$ cat src/rtl/seg_scan_driver.sv
// Four-digit multiplexed 7-segment scanner with frame-synchronous display update.
// A load is held in a pending register and promoted to the display only at the slot-3 tick.
module seg_scan_driver #(
    parameter int REFRESH_DIV = 100000
) (
    input  logic       clk,
    input  logic       reset,
    input  logic       load,
    input  logic [3:0] in0,
    input  logic [3:0] in1,
    input  logic [3:0] in2,
    input  logic [3:0] in3,
    input  logic       blank_lz,
    output logic [3:0] an,
    output logic [6:0] seg,
    output logic       dp,
    output logic       busy
);

    localparam int CW = $clog2(REFRESH_DIV);
    localparam logic [CW-1:0] LAST = CW'(REFRESH_DIV - 1);

    logic [CW-1:0] cnt;
    logic [1:0]    slot;
    logic [3:0]    pend [4];
    logic [3:0]    disp [4];
    logic          tick;
    logic          boundary;
    logic [3:0]    cur;
    logic          blank;
    logic [3:0]    an_next;
    logic [6:0]    seg_next;

    assign tick     = (cnt == LAST);
    assign boundary = tick && (slot == 2'd3);
    assign dp       = 1'b1;

    always_ff @(posedge clk) begin
        if (reset) begin
            cnt  <= '0;
            slot <= 2'd0;
            busy <= 1'b0;
            an   <= 4'b1111;
            seg  <= 7'h7F;
            for (int i = 0; i < 4; i++) begin
                pend[i] <= 4'd0;
                disp[i] <= 4'd0;
            end
        end else begin
            cnt <= tick ? '0 : cnt + CW'(1);
            if (tick) slot <= slot + 2'd1;
            // A load landing exactly on the boundary bypasses pending entirely.
            if (load && boundary) begin
                disp[0] <= in0;
                disp[1] <= in1;
                disp[2] <= in2;
                disp[3] <= in3;
                busy    <= 1'b0;
            end else begin
                if (boundary && busy) begin
                    for (int i = 0; i < 4; i++) disp[i] <= pend[i];
                    busy <= 1'b0;
                end
                if (load) begin
                    pend[0] <= in0;
                    pend[1] <= in1;
                    pend[2] <= in2;
                    pend[3] <= in3;
                    busy    <= 1'b1;
                end
            end
            an  <= an_next;
            seg <= seg_next;
        end
    end

    always_comb begin
        cur     = disp[slot];
        an_next = ~(4'b1000 >> slot);
        blank   = 1'b0;
        // Blank a zero only while every digit to its left is also zero.
        if (blank_lz) begin
            case (slot)
                2'd0:    blank = (disp[0] == 4'd0);
                2'd1:    blank = (disp[0] == 4'd0) && (disp[1] == 4'd0);
                2'd2:    blank = (disp[0] == 4'd0) && (disp[1] == 4'd0) && (disp[2] == 4'd0);
                default: blank = 1'b0;
            endcase
        end
        case (cur)
            4'd0:    seg_next = 7'h40;
            4'd1:    seg_next = 7'h79;
            4'd2:    seg_next = 7'h24;
            4'd3:    seg_next = 7'h30;
            4'd4:    seg_next = 7'h19;
            4'd5:    seg_next = 7'h12;
            4'd6:    seg_next = 7'h02;
            4'd7:    seg_next = 7'h78;
            4'd8:    seg_next = 7'h00;
            4'd9:    seg_next = 7'h10;
            default: seg_next = 7'h3F;
        endcase
        if (blank) seg_next = 7'h7F;
    end

endmodule

$ cat config.mk
export PLATFORM = sky130hd
export DESIGN_NAME = seg_scan_driver
export DESIGN_NICKNAME = d
export VERILOG_FILES = /design/src/rtl/seg_scan_driver.sv
export SDC_FILE = /design/constraint.sdc
export NUM_CORES = 1
export LEC_CHECK = 0
export ABC_AREA = 1
export BUFFER_PORTS_ARGS = -buffer_cell sky130_fd_sc_hd__buf_2
export CAP_MARGIN = 20
export CORE_AREA = 2 2 110 80
export DETAILED_ROUTE_END_ITERATION = 8
export DIE_AREA = 0 0 112 82
export SKIP_LAST_GASP = 1
export SLEW_MARGIN = 15
export SYNTH_ARGS = -nofsm -noshare
export SYNTH_HDL_FRONTEND = slang
export SYNTH_SLANG_ARGS = --single-unit
$ cat constraint.sdc
create_clock -name clk -period 4.3 [get_ports clk]
set_clock_uncertainty 0.15 [all_clocks]
set_input_delay 0.86 -clock clk [delete_from_list [all_inputs] [get_ports clk]]
set_output_delay 0.86 -clock clk [all_outputs]
set_load 0.05 [all_outputs]
==> impl_results.md <==
* Number of setup violations in the final report at 0
* Yosys warns at 0
* Clock power frac at 50.5%
* Endpoint arrival time on the critical path at 2250 ps
* Post-synthesis register bit count at 65
* Most used cells in the layout excluding fill and tap cells: sky130_fd_sc_hd__nand2_1, sky130_fd_sc_hd__inv_1, sky130_fd_sc_hd__nor2_1
* Slew at the pin with the worst max-slew slack at 950 ps
* Post-Syn Area per Cell at 8.52 um2
* Number of port buffers at 31
* Layout Nets at 440
* Multi-input logic area at 1290 um2
* GR Overflow Total at 0
* Synth Instances at 376
* Result of the run: completed
* Adder and majority cell fraction of the synthesized area at 4.30%
* Total routing resource utilization after global routing at 15.2%
* PD cells at 420 nW/um2
* Post-Synth XOR/XNOR Area at 1.37%
* Number of fill cells in the layout at 841
* Peak clock frequency supported by timing at 0.408 GHz
* Overall die width at 112 um
* Critical path class: in -> reg
* Worst-case reg-to-reg path depth at 7
* Type of element capturing the critical path: flop
* Core area at 8200 um2
* Max_cap viols at 0
* Sequential fraction of the synthesis area at 50.6%
* RSZ-0062 raised after global routing: no
* Largest buffer count on any clock path at 2
* Ant. Diodes at 0
* Min cycle time layout at 2450 ps
* Via count of the routed design at 2,401
* Starting density of the core at 39.1%
* NetSw at 0.359 mW
* Wire length of the first global-routing pass at 10,800 um
* Required arrival time at the worst endpoint at 4100 ps
* Combinational family with the most area after synthesis: simple AND/OR/NAND/NOR gates
* Post-Route Hold Slack at 298 ps
* Post-detailed-route count of antenna-violating nets at 0
* Number of levels the H-tree was split into at 3
* Hold WC Path Type: reg -> reg
* Number of clock sinks at 65
* Final critical-path share of the clock period at 57.1%
* Count of instances resized after the clock tree is built at 0
* Peak supply drop at 0.187 mV
* First-pass iteration count of the detailed router at 4
* Relative slew slack at 36.6%
* Pin count of the biggest net entering global routing at 32
* DRT Wirelength at 6280 um
* DIE HEIGHT at 82 um
* Die ar. at 9180 um2
* # hold bufs at CTS at 0
* Via count of the first global-routing pass at 2,239
* P_int at 1.21 mW
* Clk_lat worst skew at 330 ps
* Wire per inst at 12.1 um
* Simple-gate area share of the yosys netlist at 28.8%
* Post-CTS Setup Repair Bufs at 0
* Global placement routability congestion at 0.830
* Element type at the critical path start: input pin
* Syn Std Cell Area at 3200 um2
* Multiplexer share of the synthesized area at 0%
* IO Pins at 33
* Number of failing hold endpoints at the final stage at 0
* Layout cell share with drive strength beyond 1 at 16.2%
* Leak at 1.66 nW
* Crit Path Max Fanout at 31
* Distinct cells, synth at 31
* Net count of the mapped netlist at 407
* Area growth from synthesis to layout at 16.9%
* Final TNS setup at 0 ps
* Leading cell type in the layout, fill and taps excluded: sky130_fd_sc_hd__nand2_1
* Compound-cell area share of the yosys netlist at 5.54%
* Antenna violations before repair at 0
* Comb power frac at 5.8%
* Switching share of power at 22.8%
* First-iteration detailed-routing DRC count at 73
* Sequential cell area in the final layout at 1620 um2
* Vias/cell at 4.63
* Number of cells on the worst hold path at 1
* Number of buffers inserted during clock tree synthesis at 9
* Cell row count at 28
* Root Buffer: sky130_fd_sc_hd__clkbuf_16
* Number of remaining DRC errors at 0
* Clock-pin slew reported for the worst setup and hold paths after clock tree synthesis at 60 ps
* Final-report max-slew violation count at 0
* Clock tree from TritonCTS: done
* Proportion of power drawn by flip-flops and latches at 43.7%
* Post-DP HPWL at 4550 um
==> power groups by stage <==
stage / combinational (mW) / sequential, mW / clock, mW
floorplan: 0.0436 / 0.718 / 0
global placement: 0.0913 / 0.699 / 0
detailed placement: 0.0923 / 0.700 / 0
CTS: 0.0926 / 0.687 / 0.808
global route: 0.104 / 0.689 / 0.840
finish: 0.0917 / 0.687 / 0.795
==> worst max-delay path: stages <==
cell and delay (ps):
sky130_fd_sc_hd__buf_2 140, sky130_fd_sc_hd__inv_1 700, sky130_fd_sc_hd__o211ai_1 540
==> cell families (layout without fill, tap and decap cells) <==
family          Yosys count  in the layout
simple gates            194            194
buf+inv                  68            106
other cells               1              1
xor+xnor                  5              5
compound gates           32             32
flops                    65             65
fa+ha+maj                11             11
==> metal layers <==
metal | share of wire (%) | vias up | routed length [um] | track usage, %
li1 | - | 1288 | - | -
met1 | 54 | 1070 | 3410 | 21.0
met2 | 40 | 37 | 2520 | 22.7
met3 | 4.6 | 6 | 289 | 4.35
met4 | 1.1 | 0 | 70 | 5.85
met5 | 0 | - | 0 | 0
==> cell type report <==
type	count	share of cell area [%]
Clock inverter	7	2.74
Multi-Input combinational cell	243	34.3
Sequential cell	65	43.3
Clock buffer	9	6.01
Inverter	58	5.81
Tap cell	105	3.51
Timing Repair Buffer	32	4.34
==> path summary, 6_finish.rpt <==
path,slack (ps),to,startpoint
setup reg to reg,1960,disp[0][2]$_DFFE_PP_,cnt[0]$_SDFF_PP0_
setup / recovery,1850,disp[0][2]$_DFFE_PP_,reset
hold / removal,300,cnt[0]$_SDFF_PP0_,cnt[0]$_SDFF_PP0_
hold reg to reg,300,cnt[0]$_SDFF_PP0_,cnt[0]$_SDFF_PP0_
==> flip-flops by register name (all words and copies together), names as in the netlist, named ones only <==
name,cells
an,4
cnt,17
disp,16
pend,16
busy,1
slot,2
seg,7
==> cell usage after synthesis <==
cell                       number  share of area [%]
sky130_fd_sc_hd__buf_2          3               0.47
sky130_fd_sc_hd__nand3_1       16                2.5
sky130_fd_sc_hd__nor2_8         2                1.2
sky130_fd_sc_hd__nand2_2        1               0.20
sky130_fd_sc_hd__o211ai_1       4               0.94
sky130_fd_sc_hd__xor2_1         5                1.4
sky130_fd_sc_hd__nand2_1       91                 11
sky130_fd_sc_hd__nand4_1       22                4.3
sky130_fd_sc_hd__a211oi_1       1               0.23
sky130_fd_sc_hd__nor2_1        45                5.3
sky130_fd_sc_hd__inv_2          6               0.70
sky130_fd_sc_hd__nand3_2        1               0.31
sky130_fd_sc_hd__buf_4          2               0.47
sky130_fd_sc_hd__a21oi_1       11                1.7
sky130_fd_sc_hd__nand3_4        3                1.6
sky130_fd_sc_hd__and3_1         1               0.20
sky130_fd_sc_hd__nor3_1         5               0.78
sky130_fd_sc_hd__dfxtp_1       33                 21
sky130_fd_sc_hd__o21bai_1       1               0.23
sky130_fd_sc_hd__nor2_2         4               0.78
sky130_fd_sc_hd__ha_1          11                4.3
sky130_fd_sc_hd__o21ai_0       14                2.2
sky130_fd_sc_hd__clkbuf_1       1               0.12
sky130_fd_sc_hd__clkinv_1       1               0.12
sky130_fd_sc_hd__nor2_4         2               0.70
sky130_fd_sc_hd__a22oi_1        1               0.23
sky130_fd_sc_hd__buf_6          4                1.4
sky130_fd_sc_hd__edfxtp_1      32                 30
sky130_fd_sc_hd__conb_1         1               0.12
sky130_fd_sc_hd__inv_1         51                6.0
sky130_fd_sc_hd__nor3b_1        1               0.23
==> per-stage QoR <==
stage / util, % / setup WS, ps / cell area [um2] / total power, mW / cells
after floorplan: - / 1630 / 3200 / 0.762 / 376
after global placement: 41.7 / 1610 / 3420 / 0.791 / 503
after detailed placement: 41.7 / 1550 / 3420 / 0.792 / 503
after CTS: 45.7 / 1900 / 3750 / 1.59 / 519
after global routing: 45.7 / 1710 / 3750 / 1.63 / 519
final: 45.7 / 1850 / 3750 / 1.57 / 519
Note: power is estimated with default switching activity, not from simulation.
